$ cat config.mk
export PLATFORM = sky130hd
export DESIGN_NAME = ctrl_unit_seq_flat
export DESIGN_NICKNAME = d
export VERILOG_FILES = /design/src/rtl/ctrl_unit_seq_if.sv /design/src/rtl/ctrl_unit_seq.sv /design/src/flat_wrapper.sv
export SDC_FILE = /design/constraint.sdc
export NUM_CORES = 1
export LEC_CHECK = 0
export ABC_AREA = 0
export BUFFER_PORTS_ARGS = -buffer_cell sky130_fd_sc_hd__buf_2
export CAP_MARGIN = 10
export CORE_AREA = 2 2 49 51
export CTS_CLUSTER_DIAMETER = 150
export DETAILED_ROUTE_END_ITERATION = 8
export DIE_AREA = 0 0 51 53
export PLACE_DENSITY = 0.71
export SYNTH_ARGS = -nofsm -noshare
export SYNTH_HDL_FRONTEND = slang
export SYNTH_SLANG_ARGS = --single-unit
$ cat constraint.sdc
create_clock -name clk -period 1.7 [get_ports clk]
set_input_delay 0.255 -clock clk [delete_from_list [all_inputs] [get_ports clk]]
set_output_delay 0.255 -clock clk [all_outputs]
set_load 0.005 [all_outputs]
$ cat src/rtl/ctrl_unit_seq_if.sv
// ctrl_unit_seq_if: command handshake between the command sequencer (master)
// and ctrl_unit_seq (slave). A command transfers when cmd_valid and cmd_ready
// are both high at a rising clock edge.
interface ctrl_unit_seq_if #(
  parameter int SEL_W = 4
);
  logic             cmd_valid;
  logic             cmd_ready;
  logic [SEL_W-1:0] cmd_sel;
  logic [1:0]       cmd_op;

  modport master (
    output cmd_valid,
    output cmd_sel,
    output cmd_op,
    input  cmd_ready
  );

  modport slave (
    input  cmd_valid,
    input  cmd_sel,
    input  cmd_op,
    output cmd_ready
  );
endinterface

$ cat src/rtl/ctrl_unit_seq.sv
// ctrl_unit_seq: sequential control unit. Accepts one command at a time over a
// valid/ready handshake, strobes the addressed channel(s) for one cycle and
// tracks their acknowledges against a timeout counter. Reports done, err and a
// sticky timeout flag.
// Optional build macro: CTRL_UNIT_SEQ_RETRY_EN -- on the first timeout the
// still-unacknowledged channels are strobed once more before the flag is set.
module ctrl_unit_seq #(
  parameter int NUM_CH  = 4,
  parameter int SEL_W   = 4,
  parameter int TIMEOUT = 15,
  parameter int CNT_W   = 4
) (
  input  logic              clk,
  input  logic              rst_n,
  ctrl_unit_seq_if.slave    cmd,
  input  logic              inhibit,
  output logic [NUM_CH-1:0] ch_en,
  input  logic [NUM_CH-1:0] ch_ack,
  output logic              busy,
  output logic              done,
  output logic              err,
  output logic              timeout
);

  typedef enum logic [2:0] {
    S_IDLE,
    S_ISSUE,
    S_WAIT,
    S_DONE,
    S_ERR
  } state_t;

  localparam int               SEL_LIM_W = SEL_W + 1;
  localparam logic [SEL_W:0]   SEL_LIMIT = SEL_LIM_W'(NUM_CH);
  localparam logic [CNT_W-1:0] CNT_LAST  = CNT_W'(TIMEOUT - 1);

  state_t            state_q, state_d;
  logic [NUM_CH-1:0] target_q, target_d;
  logic [NUM_CH-1:0] ack_q, ack_d;
  logic [CNT_W-1:0]  cnt_q, cnt_d;
  logic              timeout_q, timeout_d;
  logic [NUM_CH-1:0] ack_now;
  logic [NUM_CH-1:0] strobe_mask;
  logic              all_acked;
  logic              sel_oob;
`ifdef CTRL_UNIT_SEQ_RETRY_EN
  logic              retry_q, retry_d;
`endif

  // A retry strobe only re-drives channels that have not acknowledged yet;
  // on the first strobe the ack mask is empty so this is the full target.
`ifdef CTRL_UNIT_SEQ_RETRY_EN
  assign strobe_mask = target_q & ~ack_q;
`else
  assign strobe_mask = target_q;
`endif

  assign sel_oob   = {1'b0, cmd.cmd_sel} >= SEL_LIMIT;
  assign ack_now   = ack_q | (ch_ack & target_q);
  assign all_acked = (ack_now == target_q);

  assign cmd.cmd_ready = (state_q == S_IDLE);
  assign busy          = (state_q != S_IDLE);
  assign done          = (state_q == S_DONE) && !timeout_q;
  assign err           = (state_q == S_ERR);
  assign timeout       = timeout_q;

  // Next-state, strobe and bookkeeping decode.
  always_comb begin
    // NOTE: every signal written here gets a default first, so no path can infer a latch.
    state_d   = state_q;
    target_d  = target_q;
    ack_d     = ack_q;
    cnt_d     = cnt_q;
    timeout_d = timeout_q;
    ch_en     = '0;
`ifdef CTRL_UNIT_SEQ_RETRY_EN
    retry_d   = retry_q;
`endif
    case (state_q)
      S_IDLE: begin
        if (cmd.cmd_valid) begin
          timeout_d = 1'b0;
          ack_d     = '0;
          cnt_d     = '0;
`ifdef CTRL_UNIT_SEQ_RETRY_EN
          retry_d   = 1'b0;
`endif
          case (cmd.cmd_op)
            2'b00: state_d = S_DONE;
            2'b01: begin
              if (sel_oob) begin
                state_d = S_ERR;
              end else begin
                target_d = {{(NUM_CH-1){1'b0}}, 1'b1} << cmd.cmd_sel;
                state_d  = S_ISSUE;
              end
            end
            2'b10: begin
              target_d = '1;
              state_d  = S_ISSUE;
            end
            default: state_d = S_ERR;  // op 11 is reserved
          endcase
        end
      end
      S_ISSUE: begin
        if (!inhibit) begin
          ch_en   = strobe_mask;
          ack_d   = ack_now;
          cnt_d   = '0;
          state_d = all_acked ? S_DONE : S_WAIT;
        end
      end
      S_WAIT: begin
        ack_d = ack_now;
        if (all_acked) begin
          state_d = S_DONE;
        end else if (cnt_q == CNT_LAST) begin
`ifdef CTRL_UNIT_SEQ_RETRY_EN
          if (!retry_q) begin
            retry_d = 1'b1;
            cnt_d   = '0;
            state_d = S_ISSUE;
          end else begin
            timeout_d = 1'b1;
            state_d   = S_DONE;
          end
`else
          timeout_d = 1'b1;
          state_d   = S_DONE;
`endif
        end else if (cnt_q != '1) begin
          cnt_d = cnt_q + 1'b1;
        end
      end
      S_DONE:  state_d = S_IDLE;
      S_ERR:   state_d = S_IDLE;
      default: state_d = S_IDLE;
    endcase
  end

  // State and bookkeeping registers with synchronous active-low reset.
  always_ff @(posedge clk) begin
    // NOTE: sequential state uses non-blocking assignments so every register samples pre-edge values.
    if (!rst_n) begin
      state_q   <= S_IDLE;
      target_q  <= '0;
      ack_q     <= '0;
      cnt_q     <= '0;
      timeout_q <= 1'b0;
`ifdef CTRL_UNIT_SEQ_RETRY_EN
      retry_q   <= 1'b0;
`endif
    end else begin
      state_q   <= state_d;
      target_q  <= target_d;
      ack_q     <= ack_d;
      cnt_q     <= cnt_d;
      timeout_q <= timeout_d;
`ifdef CTRL_UNIT_SEQ_RETRY_EN
      retry_q   <= retry_d;
`endif
    end
  end

endmodule

$ cat src/flat_wrapper.sv
// flat-port wrapper written by rule: the top's interface ports become plain ports
module ctrl_unit_seq_flat 
#(
  parameter int NUM_CH  = 4,
  parameter int SEL_W   = 4,
  parameter int TIMEOUT = 15,
  parameter int CNT_W   = 4
)
  (clk, rst_n, inhibit, ch_en, ch_ack, busy, done, err, timeout, cmd_cmd_valid, cmd_cmd_sel, cmd_cmd_op, cmd_cmd_ready);
  ctrl_unit_seq_if #(.SEL_W(SEL_W)) cmd_i ();
  input  logic clk;
  input  logic rst_n;
  input  logic inhibit;
  output logic [NUM_CH-1:0] ch_en;
  input  logic [NUM_CH-1:0] ch_ack;
  output logic busy;
  output logic done;
  output logic err;
  output logic timeout;
  input wire logic [$bits(cmd_i.cmd_valid)-1:0] cmd_cmd_valid;
  input wire logic [$bits(cmd_i.cmd_sel)-1:0] cmd_cmd_sel;
  input wire logic [$bits(cmd_i.cmd_op)-1:0] cmd_cmd_op;
  output wire logic [$bits(cmd_i.cmd_ready)-1:0] cmd_cmd_ready;
  assign cmd_i.cmd_valid = cmd_cmd_valid;
  assign cmd_i.cmd_sel = cmd_cmd_sel;
  assign cmd_i.cmd_op = cmd_cmd_op;
  assign cmd_cmd_ready = cmd_i.cmd_ready;
  ctrl_unit_seq #(.NUM_CH(NUM_CH), .SEL_W(SEL_W), .TIMEOUT(TIMEOUT), .CNT_W(CNT_W)) u_core (.clk(clk), .rst_n(rst_n), .cmd(cmd_i), .inhibit(inhibit), .ch_en(ch_en), .ch_ack(ch_ack), .busy(busy), .done(done), .err(err), .timeout(timeout));
endmodule
# == After elaboration in Yosys (flattened, before gate mapping) ==
# Cells that the tools add are included.
# totals
reg_bits,16
input_bits,14
output_inout_bits,9
# classes
addsub,1
n_lt_le_gt_ge,1
n_eq_ne,17
shift,1
n_mux,24
bitwise_logic,2
n_reduce_logical,13
# ops
operator,count
2-to-1 mux 4 bit,9
one-hot mux 4 bit (3 select lines),2
one-hot mux 3 bit (3 select lines),2
2-to-1 mux 3 bit,5
!= test 2 bit (second input constant),5
one-hot mux 4 bit (2 select lines),1
AND reduction 4 bit,2
equality test 3 x 2 -> 1 bit (second input constant),2
AND reduction 3 bit,2
AND reduction 6 bit,1
nonzero test 3 bit,2
adder 4 x 1 -> 4 bit (second input constant),1
bitwise AND 4 bit,1
equality test 4 bit,1
equality test 4 bit (second input constant),1
>= comparator 4 x 3 -> 1 bit (second input constant),1
2-to-1 mux 1 bit,4
!= test 2 x 1 -> 1 bit (second input constant),2
!= test 4 bit (second input constant),1
OR 4 bit,1
nonzero test 2 bit,2
<< shifter 1 x 4 -> 4 bit (first input constant),1
equality test 3 x 1 -> 1 bit (second input constant),1
equality test 3 bit (second input constant),1
other kinds (8),8

# == Logic depth before layout (Yosys ltp) ==
# Gate-level depths: netlist (run 1).
# logic_depth
ltp_word,6
depth_mapped,7

# == Least setup slack after synthesis (run 1) ==
# OpenSTA, ideal clock, no wires.
# synth_path
kind,register -> register
startpoint,register u_core.state_q[1]
endpoint,register u_core.cnt_q[1]
setup_time_ns,0.117
t_arrival_ns,1.522
path_slack_ns,0.061
path_stages_with_launch,7
n_path_buf,1
period_less_slack_ns,1.639
cell_sequence,dfxtp_1 buf_2 or3b_1 a21oi_4 and2b_1 a31oi_1 a32o_1
# synth_via
elab_chain_cells,3
word_cells_on_any_way,11
cone_classes,eq/ne (7); mux (1); reduce/logical (3)
# synth_lines
item,line,rtl
from (decl),ctrl_unit_seq.sv:37,"state_t state_q, state_d;"
from (signal assigned),ctrl_unit_seq.sv:156,state_q <= state_d;
"equality test 3 x 2 -> 1 bit, or another cell as far along",ctrl_unit_seq.sv:80,case (state_q)
"!= test 2 bit (no source line), or another cell as far along",-,
AND reduction 6 bit (no source line),-,
to (signal assigned),ctrl_unit_seq.sv:159,cnt_q <= cnt_d;
to (decl),ctrl_unit_seq.sv:40,"logic [CNT_W-1:0] cnt_q, cnt_d;"
# Several ways; a longest one is shown, not always the timed one.
# A chain may end at the register's enable or synchronous reset.

# == Final worst setup path (run 1) ==
# layout_path
startpoint,register u_core.ack_q[2]
endpoint,register u_core.cnt_q[3]
# layout_via
elab_chain_cells,4
# layout_lines
item,line,rtl
from (decl),ctrl_unit_seq.sv:39,"logic [NUM_CH-1:0] ack_q, ack_d;"
from (signal assigned),ctrl_unit_seq.sv:158,ack_q <= ack_d;
OR 4 bit,ctrl_unit_seq.sv:59,assign ack_now = ack_q | (ch_ack & target_q);
equality test 4 bit,ctrl_unit_seq.sv:60,assign all_acked = (ack_now == target_q);
!= test 2 bit (no source line),-,
AND reduction 6 bit (no source line),-,
# No other way between the ends.

==> results of run 1 <==
layout by cell type, fill, tap and decap left out, types with 2 or more instances in the layout:
cell / Yosys / routed
o211ai_1: 2 / 2
o31a_1: 2 / 2
a32oi_1: 5 / 5
nand2_1: 4 / 4
nand2b_1: 3 / 2
buf_2: 1 / 22
clkbuf_4: 0 / 3
nor3b_1: 3 / 3
a31oi_1: 3 / 3
nor3_1: 3 / 2
nor2b_1: 11 / 10
and3_1: 4 / 4
dfxtp_2: 0 / 4
dfxtp_1: 16 / 12
ha_1: 2 / 2
and2_1: 4 / 4
buf_4: 0 / 9
nor2_1: 9 / 9
a21oi_1: 3 / 3
o221a_2: 3 / 3
inv_1: 3 / 3
sequential cells by signal, summed over array words and instances (netlist names):
signal              cells
u_core.timeout          1
u_core.state_q          3
u_core.strobe_mask      4
u_core.ack_q            4
u_core.cnt_q            4
worst max-delay path, delay by kind of cell, from the launching register on:
kind             cells  cell delay, ns
AO/OA/AOI/OAI        2            0.61
AND/OR/NAND/NOR      3            0.55
flip-flops           1            0.33
area by class of cell:
| cell class | count | area (um^2) | share of cell area |
|---|---|---|---|
| Multi-Input combinational cell | 85 | 649.4 | 0.5318 |
| Clock buffer | 3 | 22.52 | 0.01844 |
| Inverter | 3 | 11.26 | 0.009221 |
| Sequential cell | 16 | 325.3 | 0.2664 |
| Tap cell | 28 | 35.03 | 0.02869 |
| Timing Repair Buffer | 31 | 177.7 | 0.1455 |
what timing repair did:
action                     4_1_cts  5_1_grt
pin swaps                        0        3
buffers inserted                 0        0
gates resized for setup          1        9
setup endpoints to repair        3       10
worst paths after layout:
| path | startpoint | cells after the start | end |
|---|---|---|---|
| max | u_core.ack_q[2] | 5 | u_core.cnt_q[3] |
| min | ch_ack[2] | 3 | u_core.ack_q[2] |
| max reg2reg | u_core.ack_q[2] | 5 | u_core.cnt_q[3] |
| min reg2reg | u_core.ack_q[2] | 2 | u_core.ack_q[2] |
synthesized netlist by cell type (3+ instances only):
master    count
dfxtp_1      16
nor2b_1      11
nor2_1        9
a32oi_1       5
and2_1        4
and3_1        4
nand2_1       4
a21oi_1       3
a31oi_1       3
inv_1         3
nand2b_1      3
nor3_1        3
nor3b_1       3
o221a_2       3
logic make-up after synthesis:
group | count (synthesis) | share of synthesized area
and+or+nand+nor | 54 | 0.3577
AOI/OAI and AO/OA | 28 | 0.2480
xor gates and xnor gates | 1 | 0.009140
adders and majority gates | 2 | 0.02611
buffers and inverters | 6 | 0.02480
DFF | 16 | 0.3342
layer usage:
metal	up-vias	part of all wire
li1	472	-
met1	441	0.46
met2	25	0.46
met3	6	0.056
met4	0	0.023
met5	-	0
power groups by stage:
stage	clock network (mW)	logic (mW)	registers, mW
2_1_floorplan	0	0.211	0.432
3_3_place_gp	0	0.366	0.428
3_5_place_dp	0	0.373	0.429
4_1_cts	0.200	0.378	0.421
5_1_grt	0.218	0.433	0.428
6_report	0.196	0.393	0.423
==> metrics.md, run 1 <==
| Metric | Value |
|---|---|
| Status | `finished, final reports clean` |
| Initial antenna violation count | `0` |
| Die Width | `about 51 um` |
| Vias per inst | `approximately 5.7` |
| TritonCTS clock tree | `done` |
| RSZ-0062 raised after global routing | `no` |
| Slew margin rel. | `0.7042` |
| Fmax | `~620 MHz` |
| Syn Inst Count | `between 100 and 150` |
| Sequential share of power | `0.418` |
| Largest net degree at the start of global routing | `20` |
| Total gr overflow | `0` |
| Syn avg cell area | `approximately 9.0 um^2` |
| Top_reg_cell synth | `dfxtp_1` |
| Clk slew on worst S/H paths | `approximately 0.090 ns` |
| GR Util met1 | `0.2448` |
| Crit path max fanout | `7` |
| Number of flops mapped to enable cells by yosys | `0` |
| Starting Density | `0.4461` |
| Hold_buf cts | `0` |
| Internal | `~670 uW` |
| Final Slew Violations | `0` |
| Final worst path period share | `0.9472` |
| Synthesized net count | `approximately 120` |
| Comb power frac | `0.388` |
| Post-synth ARST share | `0` |
| Layout Skew | `approximately 0.0012 ns` |
| Vias | `around 940` |
| # nets final | `approximately 160` |
| PwrDens | `~830 mW/mm^2` |
| Pre-antenna DRT Iters | `5` |
| Final non-filler cell total | `approximately 170` |
| Worst-Margin Slew | `approximately 0.44 ns` |
| Met2 GRT Util | `0.3247` |
| Post-route minimum period | `around 1.6 ns` |
| Clk root buf | `clkbuf_4` |
| Clk buf depth | `2` |
| Area Growth Syn to Fin | `27.42%` |
| Req. time, crit path | `1.88 ns` |
| Placed cell area | `around 0.0012 mm^2` |
| Fin area | `around 0.0012 mm^2` |
| Final setup viols | `0` |
| Yosys warns | `0` |
| IO Port Bufs | `22` |
| Largest area contributor in the netlist | `dfxtp_1` |
| Worst path max stage delay | `roughly 0.33 ns` |
| Pre-CTS setup slack | `0.03989 ns` |
| Grt peak-use layer | `met2` |
| Clk_lat worst skew | `approximately 0.28 ns` |
| Layout cells sized above 1 | `0.3696` |
| Share of the synthesized area in the top cell type | `0.3342` |
| Max-Cap Viols | `0` |
| Peak supply drop | `roughly 630 uV` |
| Placed cells | `roughly 160` |
| Reg2Reg Setup Slack | `~0.09 ns` |
| Vias in the first global route | `878` |
| Switching Share | `0.3389` |
| Detail Route Antenna Nets | `0` |
| Routed len/inst | `~14 um` |
| Iter 0 DRT Violations | `17` |
| Static Leak | `a little over 0.5 nW` |
| Die Span Y | `around 53 um` |
| Setup TNS | `0 ns` |
| Mapped Area | `958.4 um^2` |
| Hold WC Path Type | `in2reg` |
| Final Hold Fails | `0` |
| Top Ports | `23` |
| WHS | `~0.27 ns` |
| Gp weighted congestion | `around 0.81` |
| Netlist cell types | `42` |
| Routed WL | `about 2300 um` |
| #FFs+latches synth | `16` |
| Gr usage total | `0.1976` |
| Post-layout util | `0.5684` |
| DP HPWL | `1761 um` |
| H-tree levels | `1` |
| Setup Crit Path Kind | `reg2reg` |
| Area of the core | `approximately 0.0021 mm^2` |
| First-pass GRT wire length | `3967 um` |
| Clock sink count | `16` |
| Cell Chain, Critical Path | `nor2b_2 > a2111oi_4 > nand3_2 > and4b_1 > o31a_1` |
| NetSw | `about 340 uW` |
| CP max stage cell | `dfxtp_2` |
| Fillers | `slightly below 200` |
| Core Rows | `17` |
| Met3 usage | `0.03672` |
| PnR worst setup slack | `~0.09 ns` |
| Design Power | `between 1 and 1.5 mW` |
| Critical path arrival | `1.79 ns` |
| Endpoint class of the critical path | `register` |
| Crit start category | `register` |
| CTS buffer count | `3` |
| Seq/Total Area, Yosys | `0.3342` |
| # DRC | `0` |
| Top cells by area, synth | `dfxtp_1, nor2b_1, a32oi_1, nor2_1, o221a_2` |
| Die area | `between 0.002 and 0.003 mm^2` |
| N_diodes | `0` |
| Clock group share of total power | `0.194` |
Note: power is estimated with default switching activity, not from simulation.
==> run 2: changes to the inputs <==
- ABC_AREA: 0 -> 1
- CORE_AREA: 2 2 49 51 -> 2 2 50 52
- DIE_AREA: 0 0 51 53 -> 0 0 52 54
- PLACE_DENSITY: 0.71 -> 0.7
==> run 2 against run 1 <==
Die area rose by 3.9%. Combinational power rose by 110%. Core utilization fell by 3.8 points. Synthesized area rose by 4.6%. First-iteration DRC count fell by 5.9%. Worst setup slack got worse by 0.024 ns. Largest cell class unchanged. Largest power group is now combinational cells.
==> metrics.md, run 2 <==
| Metric | Value |
|---|---|
| Design Power | `1.593 mW (+57%)` |
| Pre-antenna DRT Iters | `4 (-1)` |
| Clk root buf | `clkbuf_4` |
| Final Hold Fails | `0 (unchanged)` |
| Layout Skew | `0.007291 ns (+0.006113 ns)` |
| H-tree levels | `1 (unchanged)` |
| Hold WC Path Type | `in2reg` |
| Clk_lat worst skew | `0.29 ns (about the same)` |
| Total gr overflow | `0 (unchanged)` |
| Top Ports | `23 (unchanged)` |
| Fin area | `0.001231 mm^2 (+0.82%)` |
| Synth top cells by count | `nand2_1, inv_1, nor2_1` |
| Setup Crit Path Kind | `reg2out` |
| Post-route minimum period | `1.634 ns (+0.02395 ns)` |
| Comb power frac | `0.509 (+0.121)` |
| Area Growth Syn to Fin | `22.85%` |
| Hold_buf cts | `0 (unchanged)` |
| Fmax | `611.9 MHz (-1.5%)` |
| IO Port Bufs | `22 (unchanged)` |
| Gr usage total | `0.1810 (-0.01663)` |
| Crit path max fanout | `5 (-2)` |
| Seq/Total Area, Yosys | `0.3196 (-0.01460)` |
| NetSw | `706.8 uW (+110%)` |
| N_diodes | `0 (unchanged)` |
| Reg area | `325.3 um^2 (unchanged)` |
| Area of the core | `0.002320 mm^2 (+8.0%)` |
| Worst-Margin Slew | `0.4165 ns (-0.02379 ns)` |
| Die area | `0.002808 mm^2 (+3.9%)` |
| Most frequent cells in the layout | `nand2_1, inv_1, buf_2` |
| Syn Inst Count | `160 (+50%)` |
| Clk buf depth | `2 (unchanged)` |
| Slew margin rel. | `0.7204 (+0.01626)` |
| Yosys warns | `0 (unchanged)` |
| Starting Density | `0.4320 (-0.01409)` |
| Max-Cap Viols | `0 (unchanged)` |
| Clk slew on worst S/H paths | `0.10 ns (about the same)` |
| Critical path arrival | `1.38 ns (-0.41 ns)` |
| Req. time, crit path | `1.44 ns (-0.44 ns)` |
| Commonest non-fill, non-tap cell in the layout | `nand2_1` |
| Clock group share of total power | `0.158 (-0.036)` |
| Routed WL | `2343 um (+2.1%)` |
| Clock sink count | `16 (unchanged)` |
| DP HPWL | `1834 um (+4.2%)` |
| Vias in the first global route | `899 (+2.4%)` |
| Top cells by area, synth | `dfxtp_1, nand2_1, inv_1, a21oi_1, nand3_1` |
| Core Rows | `18 (+1)` |
| Iter 0 DRT Violations | `16 (-1)` |
| # DRC | `0 (unchanged)` |
| Vias per inst | `4.913 (-14%)` |
| TritonCTS clock tree | `done` |
| Switching Share | `0.4437 (+0.1048)` |
| Endpoint class of the critical path | `output pin` |
| Share of the synthesized area in the top cell type | `0.3196 (-0.01460)` |
| Largest net degree at the start of global routing | `10 (-50%)` |
| Sequential share of power | `0.333 (-0.085)` |
| Peak supply drop | `784.5 uV (+24%)` |
| Layout cells sized above 1 | `0.2328 (-0.1368)` |
| Gp weighted congestion | `0.8388 (+3.9%)` |
| Crit start category | `register` |
| Status | `finished, final reports clean` |
| Die Span Y | `54 um (+1.9%)` |
| Placed cell area | `0.001157 mm^2 (-0.11%)` |
| Largest area contributor in the netlist | `dfxtp_1` |
| Vias | `1076 (+14%)` |
| Initial antenna violation count | `0 (unchanged)` |
| #FFs+latches synth | `16 (unchanged)` |
| First-pass GRT wire length | `3781 um (-4.7%)` |
| Internal | `886.1 uW (+32%)` |
| # nets final | `206 (+32%)` |
| Static Leak | `0.5823 nW (+13%)` |
| CTS buffer count | `3 (unchanged)` |
| Number of flops mapped to enable cells by yosys | `0 (unchanged)` |
| Count leader, synth | `nand2_1` |
| Synthesized net count | `176 (+43%)` |
| Netlist cell types | `22 (-48%)` |
| Mapped Area | `0.001002 mm^2 (+4.6%)` |
| Detail Route Antenna Nets | `0 (unchanged)` |
| PwrDens | `1294 mW/mm^2 (+56%)` |
| Post-synth ARST share | `0 (unchanged)` |
| Final worst path period share | `0.9613 (+0.01409)` |
| Die Width | `52 um (+2.0%)` |
| Area of the multi-input gates | `594.3 um^2 (-8.5%)` |
| Routed len/inst | `10.70 um (-23%)` |
| Setup TNS | `0 ns (unchanged)` |
| Final Slew Violations | `0 (unchanged)` |
| Fillers | `240 (+23%)` |
| Syn avg cell area | `6.264 um^2 (-30%)` |
| Top_reg_cell synth | `dfxtp_1` |
| Final setup viols | `0 (unchanged)` |
[run 2: changes by cell type after synthesis, moves of 8 or more]
cell / previous run / this run
nor2b_1: 11 / 0
nor2_1: 9 / 17
o21ai_0: 1 / 12
inv_1: 3 / 24
nand3_1: 1 / 14
a21oi_1: 3 / 16
nand2_1: 4 / 34
[run 2: area by class of cell]
cell class,instances,area share
Multi-Input combinational cell,116,0.4827
Sequential cell,16,0.2642
Inverter,28,0.08537
Clock buffer,4,0.02947
Timing Repair Buffer,25,0.1077
Tap cell,30,0.03049
[run 2: final timing paths]
kind	startpoint	end	slack [ns]	cells after the start
worst min register to register	u_core.ack_q[2]	u_core.ack_q[2]	0.49	2
worst min-delay path	rst_n	u_core.strobe_mask[3]	0.26	3
worst max-delay path	u_core.state_q[0]	ch_en[3]	0.07	5
worst max register to register	u_core.state_q[1]	u_core.cnt_q[1]	0.14	8
[run 2: cell families after synthesis]
| kind of cell | after synthesis | synth area share |
|---|---|---|
| buf+inv | 28 | 0.1049 |
| xor+xnor | 2 | 0.01748 |
| simple gates | 82 | 0.3795 |
| compound gates | 30 | 0.1536 |
| fa+ha+maj | 2 | 0.02496 |
| flops | 16 | 0.3196 |
[run 2: metal layers]
| layer | routed length [um] | share of wire | vias up | GRT usage |
|---|---|---|---|---|
| li1 | - | - | 577 | - |
| met4 | 32 | 0.014 | 0 | 0.07895 |
| met2 | 1143 | 0.49 | 18 | 0.2954 |
| met3 | 74 | 0.032 | 5 | 0.02778 |
| met1 | 1092 | 0.47 | 476 | 0.2365 |
| met5 | 0 | 0 | - | 0 |
[run 2: power groups by stage]
stage	sequential [mW]	combinational [mW]	clock [mW]
floorplan	0.504	0.524	0
global placement	0.512	0.723	0
detailed placement	0.519	0.738	0
CTS	0.518	0.752	0.260
global route	0.542	0.911	0.285
finish	0.530	0.811	0.251
[run 2: per-stage QoR]
stage | instances | setup slack (ns) | hold WS, ns | util
detailed placement | 213 | 0.1786 | 0.4794 | 0.4989
CTS | 217 | 0.02420 | 0.2490 | 0.5178
finish | 219 | 0.06584 | 0.2563 | 0.5307
floorplan | 160 | 0.3048 | 0.3526 | -
global route | 219 | -0.0001870 | 0.2390 | 0.5307
global placement | 213 | 0.1885 | 0.4665 | 0.4989
[run 2: timing repair]
| item | 4_1_cts | 5_1_grt |
|---|---|---|
| setup buffers | 0 | 2 |
| endpoints found under the setup margin | 4 | 9 |
| pin swaps | 0 | 1 |
| gates resized for setup | 2 | 5 |
[run 2: critical path, stage by stage, from the launching register on]
cell     delay, ns
dfxtp_4       0.39
inv_1         0.09
nor3_4        0.23
inv_2         0.10
nor3_1        0.15
buf_2         0.15
==> run 3: changes to the inputs <==
- MAX_ROUTING_LAYER: default -> met4
==> run 3 against run 2 <==
Sequential power is essentially flat. Flip-flop and latch count did not move. First-iteration DRC count is 19% lower. Core utilization stayed put. Final area unchanged. Non-clock buffer count unchanged. Worst setup slack better by 0.0050 ns. Largest cell class unchanged. Fmax grew 0.31%. Critical path type unchanged. Critical path depth is the same. Total power decreased by 0.15%. Combinational power barely moved. Hold slack better by 0.0011 ns.
==> metrics.md, run 3 (synthesis results as in run 2) <==
| Metric | Value |
|---|---|
| Status | `finished, final reports clean` |
| Critical path arrival | `1.37 ns (about the same)` |
| # DRC | `0 (unchanged)` |
| TritonCTS clock tree | `done` |
| Routed len/inst | `10.68 um (-0.13%)` |
| Largest net degree at the start of global routing | `10 (unchanged)` |
| Setup Crit Path Kind | `reg2out` |
| Area of the core | `0.002320 mm^2 (unchanged)` |
| Reg2Reg Setup Slack | `0.14 ns (about the same)` |
| Worst Hold Depth | `3 (unchanged)` |
| Detail Route Antenna Nets | `0 (unchanged)` |
| Worst path max stage delay | `0.39 ns (about the same)` |
| Hold WC Path Type | `in2reg` |
| Gp weighted congestion | `0.8519 (+1.6%)` |
| Max-Cap Viols | `0 (unchanged)` |
| Clk_lat worst skew | `0.29 ns (about the same)` |
| Endpoint class of the critical path | `output pin` |
| Worst reg2reg path startpoint | `u_core.state_q[1]` |
| H-tree levels | `1 (unchanged)` |
| Clk buf depth | `2 (unchanged)` |
| Worst-Margin Slew | `0.4192 ns (+0.002616 ns)` |
| Post-route minimum period | `1.629 ns (-0.005001 ns)` |
| Iter 0 DRT Violations | `13 (-3)` |
| Die Width | `52 um (unchanged)` |
| Most frequent cells in the layout | `nand2_1, inv_1, buf_2` |
| Static Leak | `0.5823 nW (unchanged)` |
| Worst R2R End | `u_core.cnt_q[1]` |
| Layout cells sized above 1 | `0.2328 (unchanged)` |
| Commonest non-fill, non-tap cell in the layout | `nand2_1` |
| Final setup viols | `0 (unchanged)` |
| IO Port Bufs | `22 (unchanged)` |
| Layout Skew | `0.005806 ns (-0.001485 ns)` |
| PwrDens | `1292 mW/mm^2 (-0.15%)` |
| Clk slew on worst S/H paths | `0.10 ns (about the same)` |
| Area of the multi-input gates | `594.3 um^2 (unchanged)` |
| Core Rows | `18 (unchanged)` |
| Worst setup endpoint | `ch_en[3]` |
| Die Span Y | `54 um (unchanged)` |
| Peak supply drop | `784.4 uV (about the same)` |
| WHS | `0.2575 ns (+0.001121 ns)` |
| DP HPWL | `1834 um (unchanged)` |
| Setup TNS | `0 ns (unchanged)` |
| Vias in the first global route | `897 (-0.22%)` |
| Total gr overflow | `0 (unchanged)` |
| CTS buffer count | `3 (unchanged)` |
| Final Slew Violations | `0 (unchanged)` |
| Top Ports | `23 (unchanged)` |
| Crit start category | `register` |
| # nets final | `206 (unchanged)` |
| Area Growth Syn to Fin | `22.85% (unchanged)` |
| Worst Setup SP | `u_core.state_q[0]` |
| Initial antenna violation count | `0 (unchanged)` |
| First-pass GRT wire length | `3781 um (unchanged)` |
| Fmax | `613.8 MHz (+0.31%)` |
| Clock sink count | `16 (unchanged)` |
| CP max stage cell | `dfxtp_4` |
| Crit path max fanout | `5 (unchanged)` |
| Gr usage total | `0.1862 (+0.005252)` |
| Slew margin rel. | `0.7187 (-0.001756)` |
| Final worst path period share | `0.9583 (-0.002942)` |
| Vias | `1070 (-0.56%)` |
| Routed WL | `2340 um (-0.13%)` |
| Pre-antenna DRT Iters | `4 (unchanged)` |
| Fillers | `240 (unchanged)` |
| Req. time, crit path | `1.44 ns (about the same)` |
| N_diodes | `0 (unchanged)` |
| Die area | `0.002808 mm^2 (unchanged)` |
| Starting Density | `0.4320 (unchanged)` |
| Worst reg2reg path depth | `8 (unchanged)` |
| Reg area | `325.3 um^2 (unchanged)` |
| Clk root buf | `clkbuf_4` |
| Vias per inst | `4.886 (-0.56%)` |
| Cell Chain, Critical Path | `inv_1 > nor3_4 > inv_2 > nor3_1 > buf_2` |
| Final Hold Fails | `0 (unchanged)` |
## run 3: what timing repair did
action / CTS / global route
setup buffers: 0 / 2
resized for setup: 2 / 5
setup endpoints to repair: 4 / 9
hold buffers: 0 / 0
cloned: 0 / 0
pin swaps: 0 / 1
## run 3: how the worst min path moves through the flow
stage | from | to | slack (ns)
CTS | rst_n | u_core.strobe_mask[3] | 0.25
floorplan | rst_n | u_core.state_q[1] | 0.35
global placement | u_core.ack_q[2] | u_core.ack_q[2] | 0.47
global route | rst_n | u_core.strobe_mask[3] | 0.24
detailed placement | u_core.ack_q[0] | u_core.ack_q[0] | 0.48
finish | rst_n | u_core.strobe_mask[3] | 0.26
## run 3: power breakdown
| group | total (mW) | internal [mW] | switching, mW |
|---|---|---|---|
| clock | 0.250 | 0.130 | 0.120 |
| sequential | 0.530 | 0.447 | 0.0833 |
| combinational | 0.810 | 0.309 | 0.502 |
## run 3: final cells by class
cell class,count,share of cell area
timing repair buffer,25,0.1077
inverter,28,0.08537
sequential,16,0.2642
clock buffer,4,0.02947
tap,30,0.03049
multi-input combinational,116,0.4827
## run 3: worst max-delay path: cells and delay by family, from the launching register on
family                 cells  cell delay (ns)
and+or+nand+nor            2             0.38
DFF                        1             0.39
buffers and inverters      3             0.32
## run 3: per-stage QoR
step,std cells,worst slack [ns],power (mW),utilization,cell area [um^2]
2_1_floorplan,160,0.3048,1.028,-,1002
3_3_place_gp,213,0.1885,1.235,0.4989,1157
3_5_place_dp,213,0.1786,1.257,0.4989,1157
4_1_cts,217,0.02420,1.530,0.5178,1201
5_1_grt,219,-0.0002313,1.739,0.5307,1231
6_report,219,0.07084,1.591,0.5307,1231
## run 3: metal layers
layer / wire [um] / GRT usage
met1: 1095 / 0.2365
met2: 1140 / 0.2954
met3: 71 / 0.02778
met4: 32 / 0.07895
met5: 0 / -
